==> config.mk <==
export PLATFORM = sky130hd
export DESIGN_NAME = ulpi_reg_arbiter
export DESIGN_NICKNAME = d
export VERILOG_FILES = /design/src/rtl/ulpi_arb_pkg.sv /design/src/rtl/ulpi_arb_rr.sv /design/src/rtl/ulpi_reg_arbiter.sv
export SDC_FILE = /design/constraint.sdc
export NUM_CORES = 1
export LEC_CHECK = 0
export ABC_AREA = 1
export CAP_MARGIN = 20
export CORE_MARGIN = 2
export CORE_UTILIZATION = 43
export DETAILED_ROUTE_END_ITERATION = 8
export PLACE_DENSITY = 0.77
export SLEW_MARGIN = 20
export SYNTH_ARGS = -nofsm -noshare
export SYNTH_HDL_FRONTEND = slang
export SYNTH_SLANG_ARGS = --single-unit
==> constraint.sdc <==
create_clock -name CLK -period 1.5 [get_ports CLK]
set_input_delay 0.15 -clock CLK [delete_from_list [all_inputs] [get_ports CLK]]
set_output_delay 0.15 -clock CLK [all_outputs]
set_load 0.005 [all_outputs]
==> src/rtl/ulpi_arb_pkg.sv <==
// ulpi_arb_pkg: shared types and sizes for the ULPI register arbiter
package ulpi_arb_pkg;
  typedef enum logic [1:0] {S_IDLE, S_ISSUE, S_DONE} state_e;
  localparam int N_REQ = 2;
  localparam int ADDR_W = 6;
  localparam int DATA_W = 8;
endpackage

==> src/rtl/ulpi_arb_rr.sv <==
// ulpi_arb_rr: two-way round-robin pick, the requester other than LAST wins a tie
module ulpi_arb_rr
  import ulpi_arb_pkg::*;
(
  input  logic [N_REQ-1:0] req,
  input  logic [1:0]       last,
  output logic             gnt
);
  assign gnt = &req ? (last != 2'd1) : req[1];
endmodule

==> src/rtl/ulpi_reg_arbiter.sv <==
// ulpi_reg_arbiter: shares the ULPI register port between two requesters with a timeout
module ulpi_reg_arbiter
  import ulpi_arb_pkg::*;
#(
  parameter int TIMEOUT = 1024
) (
  input  logic                      CLK,
  input  logic                      RST,
  input  logic [N_REQ-1:0]          REQ,
  input  logic [N_REQ-1:0]          WE,
  input  logic [N_REQ*ADDR_W-1:0]   ADDR,
  input  logic [N_REQ*DATA_W-1:0]   WDATA,
  output logic [N_REQ-1:0]          ACK,
  output logic [N_REQ-1:0]          ERR,
  output logic [DATA_W-1:0]         RDATA,
  output logic                      BUSY,
  output logic [ADDR_W-1:0]         REG_ADDR,
  output logic [DATA_W-1:0]         REG_DATA_WRITE,
  output logic                      REG_WRITE_REQ,
  output logic                      REG_READ_REQ,
  input  logic                      REG_WRITE_ACK,
  input  logic                      REG_READ_ACK,
  input  logic [DATA_W-1:0]         REG_DATA_READ
);
  state_e state_q, state_d;
  logic [15:0] cnt_q, cnt_d;
  logic [1:0] last_q, last_d;
  logic idx_q, idx_d, we_q, we_d, wr_req_q, wr_req_d, rd_req_q, rd_req_d;
  logic [ADDR_W-1:0] addr_q, addr_d;
  logic [DATA_W-1:0] wdata_q, wdata_d, rdata_q, rdata_d;
  logic [N_REQ-1:0] ack_q, ack_d, err_q, err_d;
  logic gnt, hit, tout;
  ulpi_arb_rr u_rr (.req(REQ), .last(last_q), .gnt(gnt));
  assign hit = we_q ? REG_WRITE_ACK : REG_READ_ACK;
  assign tout = cnt_q == 16'(TIMEOUT - 1);
  // next state: grant and latch in IDLE, wait for ack or timeout in ISSUE, one DONE cycle
  always_comb begin
    state_d = state_q;
    cnt_d = cnt_q;
    last_d = last_q;
    idx_d = idx_q;
    we_d = we_q;
    addr_d = addr_q;
    wdata_d = wdata_q;
    wr_req_d = wr_req_q;
    rd_req_d = rd_req_q;
    ack_d = '0;
    err_d = '0;
    rdata_d = '0;
    case (state_q)
      S_IDLE: if (|REQ) begin
        state_d = S_ISSUE;
        cnt_d = '0;
        idx_d = gnt;
        last_d = {1'b0, gnt};
        we_d = WE[gnt];
        addr_d = gnt ? ADDR[2*ADDR_W-1:ADDR_W] : ADDR[ADDR_W-1:0];
        wdata_d = gnt ? WDATA[2*DATA_W-1:DATA_W] : WDATA[DATA_W-1:0];
        wr_req_d = WE[gnt];
        rd_req_d = !WE[gnt];
      end
      S_ISSUE: begin
        cnt_d = cnt_q + 16'd1;
        if (hit || tout) begin
          state_d = S_DONE;
          wr_req_d = 1'b0;
          rd_req_d = 1'b0;
          ack_d[idx_q] = hit;
          err_d[idx_q] = !hit;
          rdata_d = (hit && !we_q) ? REG_DATA_READ : '0;
        end
      end
      default: state_d = S_IDLE;
    endcase
  end
  // state and registered outputs
  always_ff @(posedge CLK) begin
    if (RST) begin
      state_q <= S_IDLE;
      cnt_q <= '0;
      last_q <= 2'd1;
      idx_q <= 1'b0;
      we_q <= 1'b0;
      addr_q <= '0;
      wdata_q <= '0;
      wr_req_q <= 1'b0;
      rd_req_q <= 1'b0;
      ack_q <= '0;
      err_q <= '0;
      rdata_q <= '0;
    end else begin
      state_q <= state_d;
      cnt_q <= cnt_d;
      last_q <= last_d;
      idx_q <= idx_d;
      we_q <= we_d;
      addr_q <= addr_d;
      wdata_q <= wdata_d;
      wr_req_q <= wr_req_d;
      rd_req_q <= rd_req_d;
      ack_q <= ack_d;
      err_q <= err_d;
      rdata_q <= rdata_d;
    end
  end
  assign ACK = ack_q;
  assign ERR = err_q;
  assign RDATA = rdata_q;
  assign BUSY = state_q != S_IDLE;
  assign REG_ADDR = addr_q;
  assign REG_DATA_WRITE = wdata_q;
  assign REG_WRITE_REQ = wr_req_q;
  assign REG_READ_REQ = rd_req_q;
endmodule

======== After elaboration in Yosys (flattened, before gate mapping) ========
Cells that the tools add are included.
word-level totals
  register bits ........................... 49
  output and inout port bits .............. 29
operators by class
  add/subtract/negate cells ............... 1
  order comparisons ....................... 3
  equal/unequal tests ..................... 4
  multiplexer cells ....................... 18
  bitwise logic cells ..................... 6
  reduce and logical (&&, ||, !) cells .... 17
operator list
  kind                                                                          number
  16-bit one-hot mux with 2 select lines                                        1
  16-bit by 1-bit adder with 16-bit output, second input constant               1
  16-bit by 10-bit equality test with 1-bit output, second input constant       1
  16-bit 2-to-1 mux                                                             1
  1-bit 2-to-1 mux                                                              8
  8-bit 2-to-1 mux                                                              1
  2-bit AND reduction                                                           4
  6-bit 2-to-1 mux                                                              1
  2-bit bitwise AND                                                             2
  1-bit by 2-bit less-than comparator with 1-bit output, second input constant  2
  2-bit 2-to-1 mux                                                              2
  2-bit != test, second input constant                                          2
  1-bit NOT                                                                     4
  1-bit one-hot mux with 2 select lines                                         2
  2-bit one-hot mux with 2 select lines                                         1
  2-bit nonzero test                                                            2
  4-bit OR reduction                                                            1
  1-bit zero test                                                               3
  3-bit AND reduction                                                           1
  3-bit OR reduction                                                            1
  2-bit by 1-bit equality test with 1-bit output, second input constant         1
  1-bit logical AND                                                             2
  2-bit zero test                                                               1
  2-bit OR reduction                                                            1
  3 further kinds                                                               3

======== Logic depth before layout (Yosys ltp) ========
  depth in word-level cells ............... 7
  mapped depth ............................ 10
  gate-level depth less buffers ........... 10

======== Modules after synthesis ========
A second synthesis with hierarchy kept.
second synthesis, totals
  cells, all modules ...................... 307
  area total of the unflattened synthesis .. 2219.6 µm²
by module, submodules not included
  module            instances  cells each  area an instance (µm²)
  ulpi_reg_arbiter  1          300         2193.4
  ulpi_arb_rr       1          7           26.3

======== Least setup slack after synthesis ========
Ideal clock, no wire load.
  path type ............................... flip-flop to flip-flop
  start ................................... reg cnt_q[0]
  end ..................................... reg rd_req_q, in the netlist REG_READ_REQ
  library setup time ...................... 0.135 ns
  arrival time ............................ 1.133 ns
  data required time ...................... 1.365 ns
  slack ................................... 0.232 ns
  cell stages (with the launch flop) ...... 9
  buffers on the path ..................... 0
  cells stage by stage .................... dfxtp_1 > ha_1 > nand3_2 > nor2_4 > nand2_1 > nand3_1 > nand2_1 > nand2_1 > a21oi_1
between the ends
  cells in the longest elaborated chain, start to end .. 4
ends and longest elaborated chain
  what                                              RTL line                 RTL
  from (decl)                                       ulpi_reg_arbiter.sv:26   logic [15:0] cnt_q, cnt_d;
  from (signal assigned)                            ulpi_reg_arbiter.sv:93   cnt_q <= cnt_d;
  16-bit by 10-bit equality test with 1-bit output  ulpi_reg_arbiter.sv:35   assign tout = cnt_q == 16'(TIMEOUT - 1);
  1-bit logical OR                                  ulpi_reg_arbiter.sv:64   if (hit || tout) begin
  2-bit != test (no source line)                    n/a
  3-bit AND reduction (no source line)              n/a
  to (signal assigned)                              ulpi_reg_arbiter.sv:100  rd_req_q <= rd_req_d;
  to (decl)                                         ulpi_reg_arbiter.sv:28   logic idx_q, idx_d, we_q, we_d, wr_req_q, wr_req_d, rd_req_q, rd_req_d;
Every way passes these cells.
A chain may end at the register's enable or synchronous reset.

======== Final worst setup path ========
  start ................................... reg cnt_q[2]
  end ..................................... reg cnt_q[15]
between the ends
  cells in the longest elaborated chain, start to end .. 2
ends and longest elaborated chain
  what                                      RTL line                RTL
  16-bit by 1-bit adder with 16-bit output  ulpi_reg_arbiter.sv:63  cnt_d = cnt_q + 16'd1;
  16-bit one-hot mux with 2 select lines    ulpi_reg_arbiter.sv:50  case (state_q)
Every way passes these cells.

==> results.yml <==
global_routing:
  grt_usage: 0.200
  grt_pass1_vias: 1949
  antenna_found_initial: 0
  grt_overflow: 0
  grt_max_degree: 31
  grt_first_pass_wirelength_um: 8470
setup_path:
  worstPathMaxFanout: 6
  critPathLaunchType: "register"
  arrival_ns: 1.56
  worstPathRequired_ns: 1.70
  critPathCaptureType: "register"
  crit_type: "reg -> reg"
finish:
  antenna_cells: 0
  post-route-util: 0.653
  nets: 412
  seqCellArea_um2: 986
  multiInputGateArea_um2: 965
  fillerInstances: 414
  area_delta_synth_final_pct: 45.5
  layout-drive-gt1-share: 0.139
detailed_routing:
  drc: 0
  final_antenna_net_count: 0
  dr.pass1.iters: 4
  wl_per_cell_um: 11.9
  vias: 2098
  routed_wl_um: 5160
  dr.first_iter.drc_count: 86
  wl_met1_um: 2300
  routed.top_layer: "met4"
  met2_wirelength_um: 2400
  dr_wl_met3_um: 422
  avgViaCountPerCell: 4.82
logic_synthesis:
  synthXorXnorAreaFrac: 0
  syn_avg_cell_area_um2: 7.36
  synth_warnings: 0
  synth_simple_gate_area_frac: 0.280
  synthAdderAreaFrac: 0.00590
  synth_area_mm2: 0.00212
  synth.area.mux_share: 0
  synth_compound_area_frac: 0.167
  synthDistinctLibCells: 27
  syn_nets: 333
  synthCells: 288
  synth-seq-cells: 49
  synth_top_family_by_area: "simple AND/OR/NAND/NOR gates"
  ys_seq_area_frac: 0.463
clock_tree:
  numClockSinks: 49
  insertion_delay_ns: 0.30
  cts_root_buf: "clkbuf_8"
  cts_hold_buf: 0
  tritoncts: "yes"
  clockBufferDepth: 2
  clk_pin_slew_worst_paths_ns: 0.09
  htreeDepth: 2
  cts_inserted_buffers: 5
power:
  powerDensity_mw_per_mm2: 899
  p_leak_nw: 1.23
  vdd_drop_max_uv: 431
  power_mw: 2.77
sta:
  fmax_mhz: 737
  timing.final.crit_period_ns: 1.36
  fin_crit_sh: 0.905
  finalHoldViolations: 0
  fin_tns_setup_ns: 0
  fin_skew_ns: 0.00459
  finalSetupViolCount: 0
  rsz0062_at_grt: "no"
  drv_slew: 0
  worstMarginPinSlew_ns: 0.335
  slew_headroom: 0.776
hold_path:
  hp-class: "in -> reg"
floorplan:
  rows: 25
  io_pins: 73
  die_area_mm2: 0.00551
  die_x_um: 74.2
  core-area_mm2: 0.00472
  initial_core_util: 0.449
  die_y_um: 74.2
placed_design:
  dp_hpwl_um: 3910
  gp_congestion: 0.803
  io_buffers: 72
status:
  outcome: "finished, final reports clean"
run:
  cap_viol_max_count: 0
==> through the flow <==
stage | cell area (um^2) | hold slack (ns) | worst slack, ns | instances
2_1_floorplan | 2120 | 0.228 | 0.232 | 288
6_report | 3080 | 0.359 | 0.142 | 435
5_1_grt | 3080 | 0.354 | 0.0119 | 435
4_1_cts | 3070 | 0.352 | 0.0986 | 434
3_3_place_gp | 2980 | 0.438 | 0.0855 | 426
3_5_place_dp | 2980 | 0.445 | 0.0644 | 426
==> power breakdown <==
group	leakage (nW)	internal, mW	total [mW]	switching, mW
registers	0.402	1.38	1.42	0.0446
logic	0.781	0.322	0.588	0.266
clock network	0.0439	0.322	0.762	0.439
==> cells in the final DEF, fill, tap and decap left out, types with 2 or more instances in the layout <==
cell,Yosys,final
clkbuf_8,0,5
nor2_2,3,3
a211oi_1,2,2
nand3_2,3,3
inv_1,24,24
a21oi_1,18,18
a211oi_2,2,2
buf_12,0,3
nand4_1,2,2
nand2_2,2,3
o21ai_1,16,16
buf_4,1,7
clkdlybuf4s50_1,0,71
inv_2,11,11
o21ai_0,6,6
nand3_1,10,10
a31oi_1,14,14
dfxtp_2,0,4
nor2_4,3,3
clkinv_2,0,2
nor2_1,30,30
dfxtp_1,49,45
nand2_1,76,75
==> timing repair <==
item	CTS	global route
gates cloned	0	0
buffers inserted	0	1
gates resized for setup	2	5
pin swaps	0	1
setup endpoints to repair	1	4
==> flip-flops by register name, indices dropped and copies added (netlist names) <==
register,cells
cnt_q,16
RDATA,8
REG_DATA_WRITE,8
REG_ADDR,6
ACK,2
ERR,2
state_q,2
REG_READ_REQ,1
REG_WRITE_REQ,1
idx_q,1
last_q,1
we_q,1
==> cells by family after synthesis <==
family	count (synthesis)
AO/OA/AOI/OAI	61
adder cells (fa/ha/maj)	1
buffers and inverters	45
flip-flops	49
AND/OR/NAND/NOR	132
==> cell usage after synthesis <==
cell type  count  share of area
buf_4          1         0.0035
a22oi_1        1         0.0035
o21ai_2        1         0.0041
a31oi_1       14          0.041
nor2_2         3         0.0089
buf_2          5          0.012
nand3_1       10          0.024
nor2_4         3          0.016
o21ai_1       16          0.038
a211oi_2       2          0.012
clkbuf_1       4         0.0071
nand3_2        3          0.014
dfxtp_1       49           0.46
nor3_1         1         0.0024
a211oi_1       2         0.0071
a21oi_1       18          0.043
inv_2         11          0.019
nor3b_2        1         0.0059
nand2_2        2         0.0059
inv_1         24          0.043
nor2_1        30          0.053
nand2_1       76           0.13
ha_1           1         0.0059
a32o_1         1         0.0047
nand4_1        2         0.0059
nor2_8         1         0.0094
o21ai_0        6          0.014
==> layer usage <==
| layer | vias up | GRT usage |
|---|---|---|
| met5 | - | 0 |
| met4 | 0 | 0.0545 |
| met3 | 4 | 0.0921 |
| met2 | 75 | 0.309 |
| met1 | 931 | 0.253 |
| li1 | 1088 | - |
==> layout make-up <==
class	count	area share
clock buffers	5	0.0223
clock inverters	3	0.00568
inverters	35	0.0426
multi-input cells	194	0.313
flip-flops and latches	49	0.320
well taps	67	0.0272
repair buffers	82	0.270
==> worst paths after layout <==
check                        startpoint                     end  slack, ns  cells after the start
setup / recovery  cnt_q[2]$_SDFFE_PP0P_  cnt_q[15]$_SDFFE_PP0P_       0.14                      7
hold / removal         REG_DATA_READ[1]     RDATA[1]$_SDFF_PP0_       0.36                      3
setup reg to reg  cnt_q[2]$_SDFFE_PP0P_  cnt_q[15]$_SDFFE_PP0P_       0.14                      7
hold reg to reg   cnt_q[5]$_SDFFE_PP0P_   cnt_q[5]$_SDFFE_PP0P_       0.43                      1
==> critical path, cell delays in order (launching register included) <==
cell and delay, ns:
dfxtp_1 0.46, nand3_2 0.13, nor2_2 0.18, nand2_2 0.09
nor3b_2 0.19, nand3_1 0.10, nand2_1 0.06, nor2_1 0.04
No activity file was read; power rests on OpenSTA's default activity.
